## src/rtl/pci_arb_pkg.sv

```systemverilog
// Shared types and defaults for the round-robin PCI bus arbiter.
package pci_arb_pkg;

    typedef enum logic [1:0] {
        IDLE,
        GRANT,
        PARK,
        SWITCH
    } arb_state_t;

    localparam int DEF_START_TIMEOUT = 16;
    localparam int DEF_MAX_HOLD      = 64;

    // $clog2 that never yields a zero-width result.
    function automatic int clog2_safe(input int value);
        return (value <= 1) ? 1 : $clog2(value);
    endfunction

endpackage

```

## src/rtl/pci_arbiter_rr_pick.sv

```systemverilog
// Rotate-priority encoder: first active request at or after ptr, wrapping around.
module rr_pick #(
    parameter int N = 4,
    parameter int W = 2
) (
    input  logic [N-1:0] req,
    input  logic [W-1:0] ptr,
    output logic [W-1:0] winner,
    output logic         any_req
);

    logic [W-1:0] idx;

    // Scan from the far end back towards ptr so the closest request wins last.
    always_comb begin
        winner  = '0;
        any_req = 1'b0;
        idx     = '0;
        for (int off = N - 1; off >= 0; off--) begin
            idx = W'((int'(ptr) + off) % N);
            if (req[idx]) begin
                winner  = idx;
                any_req = 1'b1;
            end
        end
    end

endmodule

```

## src/rtl/pci_arbiter_rr.sv

```systemverilog
// N-master PCI arbiter: round-robin grants, bus parking, start-timeout and hold-time revocation.
module pci_arbiter_rr
    import pci_arb_pkg::*;
#(
    parameter int NUM_MASTERS   = 4,
    parameter int PARK_MASTER   = 0,
    parameter int START_TIMEOUT = DEF_START_TIMEOUT,
    parameter int MAX_HOLD      = DEF_MAX_HOLD
) (
    input  logic                           clk,
    input  logic                           reset_n,
    input  logic [NUM_MASTERS-1:0]         req_n,
    input  logic                           frame_n,
    input  logic                           irdy_n,
    output logic [NUM_MASTERS-1:0]         gnt_n,
    output logic [$clog2(NUM_MASTERS)-1:0] gnt_id,
    output logic                           gnt_valid,
    output logic                           bus_idle
);

    localparam int ID_W  = $clog2(NUM_MASTERS);
    localparam int CNT_W = clog2_safe((START_TIMEOUT > MAX_HOLD) ? START_TIMEOUT : MAX_HOLD) + 1;
    localparam logic [ID_W-1:0] PARK_ID = ID_W'(PARK_MASTER);

    arb_state_t             state, state_nxt;
    logic [ID_W-1:0]        rr_ptr, rr_ptr_nxt, gnt_id_nxt, winner, ptr_after;
    logic [CNT_W-1:0]       start_cnt, start_nxt, start_cur;
    logic [CNT_W-1:0]       hold_cnt, hold_nxt, hold_cur;
    logic                   frame_seen, seen_nxt, seen_now;
    logic                   gnt_valid_nxt, any_req, others_req, revoke;
    logic [NUM_MASTERS-1:0] req, holder_mask;

    assign req = ~req_n;

    rr_pick #(
        .N(NUM_MASTERS),
        .W(ID_W)
    ) u_pick (
        .req    (req),
        .ptr    (rr_ptr),
        .winner (winner),
        .any_req(any_req)
    );

    assign ptr_after   = (winner == ID_W'(NUM_MASTERS - 1)) ? '0 : winner + ID_W'(1);
    assign holder_mask = NUM_MASTERS'(1) << gnt_id;
    assign others_req  = |(req & ~holder_mask);

    // Counters include the current cycle, so a timeout fires at the end of cycle N of the grant.
    assign seen_now  = frame_seen | ~frame_n;
    assign start_cur = (bus_idle && !seen_now && start_cnt != '1) ? start_cnt + CNT_W'(1) : start_cnt;
    assign hold_cur  = (hold_cnt != '1) ? hold_cnt + CNT_W'(1) : hold_cnt;
    assign revoke    = (req_n[gnt_id] & frame_n)
                     | (start_cur >= CNT_W'(START_TIMEOUT))
                     | ((hold_cur >= CNT_W'(MAX_HOLD)) & others_req);

    always_comb begin
        state_nxt     = state;
        rr_ptr_nxt    = rr_ptr;
        gnt_id_nxt    = gnt_id;
        gnt_valid_nxt = gnt_valid;
        start_nxt     = '0;
        hold_nxt      = '0;
        seen_nxt      = 1'b0;
        case (state)
            IDLE, SWITCH: begin
                gnt_valid_nxt = 1'b1;
                if (any_req) begin
                    state_nxt  = GRANT;
                    gnt_id_nxt = winner;
                    rr_ptr_nxt = ptr_after;
                end else begin
                    state_nxt  = PARK;
                    gnt_id_nxt = PARK_ID;
                end
            end
            PARK: begin
                if (any_req && winner == PARK_ID) begin
                    state_nxt  = GRANT;
                    rr_ptr_nxt = ptr_after;
                end else if (any_req) begin
                    state_nxt     = SWITCH;
                    gnt_valid_nxt = 1'b0;
                end
            end
            GRANT: begin
                start_nxt = start_cur;
                hold_nxt  = hold_cur;
                seen_nxt  = seen_now;
                if (revoke) begin
                    state_nxt     = SWITCH;
                    gnt_valid_nxt = 1'b0;
                    start_nxt     = '0;
                    hold_nxt      = '0;
                    seen_nxt      = 1'b0;
                end
            end
            default: begin
                state_nxt     = IDLE;
                gnt_valid_nxt = 1'b0;
            end
        endcase
    end

    // Grant outputs are registered from the next-state decision so they stay glitch-free.
    always_ff @(posedge clk or negedge reset_n) begin
        if (!reset_n) begin
            state      <= IDLE;
            rr_ptr     <= '0;
            gnt_id     <= '0;
            gnt_valid  <= 1'b0;
            gnt_n      <= '1;
            bus_idle   <= 1'b0;
            start_cnt  <= '0;
            hold_cnt   <= '0;
            frame_seen <= 1'b0;
        end else begin
            state      <= state_nxt;
            rr_ptr     <= rr_ptr_nxt;
            gnt_id     <= gnt_id_nxt;
            gnt_valid  <= gnt_valid_nxt;
            gnt_n      <= gnt_valid_nxt ? ~(NUM_MASTERS'(1) << gnt_id_nxt) : '1;
            bus_idle   <= frame_n & irdy_n;
            start_cnt  <= start_nxt;
            hold_cnt   <= hold_nxt;
            frame_seen <= seen_nxt;
        end
    end

endmodule

```

## config.mk

```make
export PLATFORM = sky130hd
export DESIGN_NAME = pci_arbiter_rr
export DESIGN_NICKNAME = d
export VERILOG_FILES = /design/src/rtl/pci_arb_pkg.sv /design/src/rtl/pci_arbiter_rr_pick.sv /design/src/rtl/pci_arbiter_rr.sv
export SDC_FILE = /design/constraint.sdc
export NUM_CORES = 1
export LEC_CHECK = 0
export ABC_AREA = 1
export CORE_ASPECT_RATIO = 1.4
export CORE_MARGIN = 2
export CORE_UTILIZATION = 35
export CTS_CLUSTER_DIAMETER = 60
export CTS_CLUSTER_SIZE = 30
export DETAILED_ROUTE_END_ITERATION = 10
export GPL_TIMING_DRIVEN = 0
export PLACE_DENSITY = 0.6
export SETUP_SLACK_MARGIN = 0.2
export SLEW_MARGIN = 20
export SYNTH_ARGS = -nofsm -noshare
export SYNTH_HDL_FRONTEND = slang
export SYNTH_SLANG_ARGS = --single-unit
```

## constraint.sdc

```tcl
create_clock -name clk -period 2.9 [get_ports clk]
set_input_delay 0.87 -clock clk [delete_from_list [all_inputs] [get_ports clk]]
set_output_delay 0.87 -clock clk [all_outputs]
set_load 0.02 [all_outputs]
```

==> results.py <==
metrics = {
    "run_status": {
        "status": "complete, no violations",
    },
    "synth": {
        "syn_inst": 212,
        "synth_area_leaders": "dfrtp_1, nand2_1, inv_1",
        "synth_flop_cell": "dfrtp_1",
        "async_flop_share_pct": 100,
        "syn_area_sq_um": 1580,
        "ys_seq_elements": 27,
        "synth_edf_count": 0,
        "synthTopCellsByCount": "nand2_1, inv_1, dfrtp_1, nor2_1, nand3_1",
        "synth_top_area_share_pct": 36.4,
        "yosysMostFrequentCell": "nand2_1",
        "postSynthAreaPerCell_sq_um": 7.47,
        "yosysTopAreaCell": "dfrtp_1",
        "synth_cell_types": 26,
        "synth_warnings": 0,
        "yosysSeqAreaShare_pct": 43.0,
    },
    "worst_setup_path": {
        "critPathCaptureType": "flop",
        "cp.buffers_inverters": 4,
        "path_max_fanout": 4,
        "path_cells": "clkdlybuf4s50_1 -> inv_1 -> nand2_1 -> o21ai_2 -> nand2_1 -> nand2_1 -> inv_1 -> nand2_1 -> nand2_1 -> nand2_1 -> inv_1 -> ha_1 -> nor2_2 -> a21oi_1 -> nand2_1 -> nor2_1 -> a21oi_1",
        "startpoint_type": "input port",
        "cp_data_required_time_ns": 3.06,
        "criticalPathCategory": "input port to flop",
        "slowest_delay_ns": 0.50,
        "cp_top_family": "simple AND/OR/NAND/NOR gates",
        "critPathMostFrequentCell": "nand2_1",
        "critPathSlowestCell": "clkdlybuf4s50_1",
        "critPathArrivalTime_ns": 2.65,
    },
    "global_routing": {
        "grt_pass1_vias": 1237,
        "grt_max_degree": 28,
        "grt_use_total_pct": 12.9,
        "grt_antenna_before_repair": 0,
        "overflow": 0,
        "grt_pass1_wl_um": 5200,
    },
    "timing": {
        "max_slew.worst_pin.slew_ns": 0.601,
        "setup_tns_ns": 0,
        "hold_violations": 0,
        "rsz0062_at_grt": "no",
        "report.final.slew_viol_count": 0,
        "finalCritPeriodShare_pct": 85.6,
        "clock_skew_ns": 0.00128,
        "max_freq_mhz": 403,
        "slew-limit-headroom_pct": 59.9,
        "finalSetupViolations": 0,
        "min_period_ns": 2.48,
        "hold_ws_ns": 0.527,
    },
    "clock_network": {
        "cts_made_buffers": 3,
        "root_buffer": "clkbuf_8",
        "clockBufferDepth": 2,
        "clk_pin_slew_ns": 0.09,
        "postCtsSetupBuffers": 0,
        "cts_resized": 0,
        "cts_sinks": 27,
        "htreeDepth": 1,
        "clk_latency_ns": 0.27,
        "cts_tree": "done",
        "cts-hold-fix-buffers": 0,
    },
    "route": {
        "first_pass_iters": 4,
        "drt-total-wl_um": 2960,
        "num_vias": 1293,
        "wire_per_inst_um": 10.1,
        "viasPerCell": 4.41,
        "drt_iter0_drc": 57,
        "drc": 0,
        "drtAntennaViolNets": 0,
    },
    "power": {
        "powerDensity_nw_per_um2": 810,
        "swShare_pct": 43.3,
        "switchingPower_mw": 0.657,
        "irDropWorstVdd_mv": 0.610,
        "leakage_nw": 0.948,
        "intPower_mw": 0.861,
        "clockPowerShare_pct": 14.3,
        "power_mw": 1.52,
        "combPwrFrac_pct": 52.8,
        "p_seq_share_pct": 32.9,
    },
    "floorplanning": {
        "floorplan.die_area_sq_um": 5080,
        "die_h_um": 83.6,
        "rows": 28,
        "ios": 16,
        "die_w_um": 60.8,
        "start_util_pct": 37.0,
        "core_sq_um": 4270,
    },
    "min_path": {
        "hold_path_class": "flop to flop",
    },
    "cells_and_area": {
        "drive_gt1_share_pct": 10.7,
        "fin_util_pct": 43.8,
        "syn2layout_area_growth_pct": 18.3,
        "antennaDiodeCount": 0,
        "fin_area_sq_um": 1870,
        "fin_nets": 247,
    },
    "placed_design": {
        "post_dp_cell_area_sq_um": 1810,
        "place.gp.congestion": 0.843,
        "hpwl_um": 2260,
        "portBuffers": 15,
    },
    "run": {
        "cap_viol_max_count": 0,
    },
}
state kept, by name (all words and copies together) (netlist names):
name,count
state,2
hold_cnt,7
gnt_id,2
rr_ptr,2
gnt_n,4
gnt_valid,1
start_cnt,7
bus_idle,1
frame_seen,1
area by class of cell:
cell class / count / area [sq um]
buffer: 3 / 27.5
clock buffer: 3 / 41.3
clock inverter: 1 / 7.51
fill: 465 / 2400
inverter: 31 / 116
multi-input combinational: 153 / 772
sequential: 27 / 681
tap: 60 / 75.1
timing repair buffer: 15 / 153
per-layer routing:
metal,global-route usage [%],up-vias,share of wire (%)
met1,16.0,584,45
met2,22.6,14,52
li1,-,693,-
met3,1.40,2,2.4
met4,4.15,0,0.64
met5,0,-,0
worst paths after layout:
kind / startpoint / end / slack [ns] / cells after the start
max in group asynchronous: reset_n / gnt_valid$_DFF_PN0_ / 1.92 / 1
setup reg to reg: rr_ptr[0]$_DFFE_PN0P_ / rr_ptr[0]$_DFFE_PN0P_ / 0.93 / 15
setup / recovery: req_n[2] / rr_ptr[0]$_DFFE_PN0P_ / 0.42 / 17
min in group asynchronous: reset_n / start_cnt[5]$_DFF_PN0_ / 0.59 / 1
hold reg to reg: frame_seen$_DFF_PN0_ / frame_seen$_DFF_PN0_ / 0.53 / 2
hold / removal: frame_seen$_DFF_PN0_ / frame_seen$_DFF_PN0_ / 0.53 / 2
stage by stage:
step	worst slack, ns	instances
after CTS	0.258	293
after global placement	-0.0156	289
after detailed placement	-0.0364	289
final	0.417	293
after floorplan	0.797	214
after global routing	0.231	293
cell usage in the layout (no fill, tap or decap), types with 4 or more instances in the layout:
master / n
o21ai_0: 8
ha_1: 5
clkdlybuf4s50_1: 11
nand3_1: 14
a21oi_1: 6
dfrtp_1: 23
inv_1: 29
dfstp_2: 4
xnor2_1: 5
xor2_1: 5
nand2_1: 67
nor2_1: 20
cell families (layout without fill, tap and decap cells):
group | count (synthesis) | after routing | synth area share (%)
buf+inv | 34 | 53 | 9.09
compound gates | 22 | 22 | 7.83
xor+xnor | 10 | 10 | 5.53
fa+ha+maj | 5 | 5 | 3.95
flops | 27 | 27 | 43.0
other cells | 1 | 3 | 0.237
simple gates | 113 | 113 | 30.4
power groups by stage:
stage	registers (mW)	clock network [mW]	logic, mW
final	0.499	0.217	0.802
after global routing	0.508	0.236	0.915
after CTS	0.499	0.226	0.800
after detailed placement	0.505	0	0.796
after global placement	0.506	0	0.789
after floorplan	0.543	0	0.548
worst reg2reg max path, stage by stage (launching register included):
cell     delay (ns)
dfrtp_1        0.38
buf_6          0.14
inv_1          0.12
nand2_1        0.09
nand3_1        0.09
nand2_1        0.06
nand3_1        0.10
nand2_1        0.06
nand2_1        0.07
nand2_1        0.07
ha_1           0.23
nor2_2         0.13
a21oi_1        0.05
nand2_1        0.12
nor2_1         0.06
a21oi_1        0.11
Power figures use the tool's default switching activity.
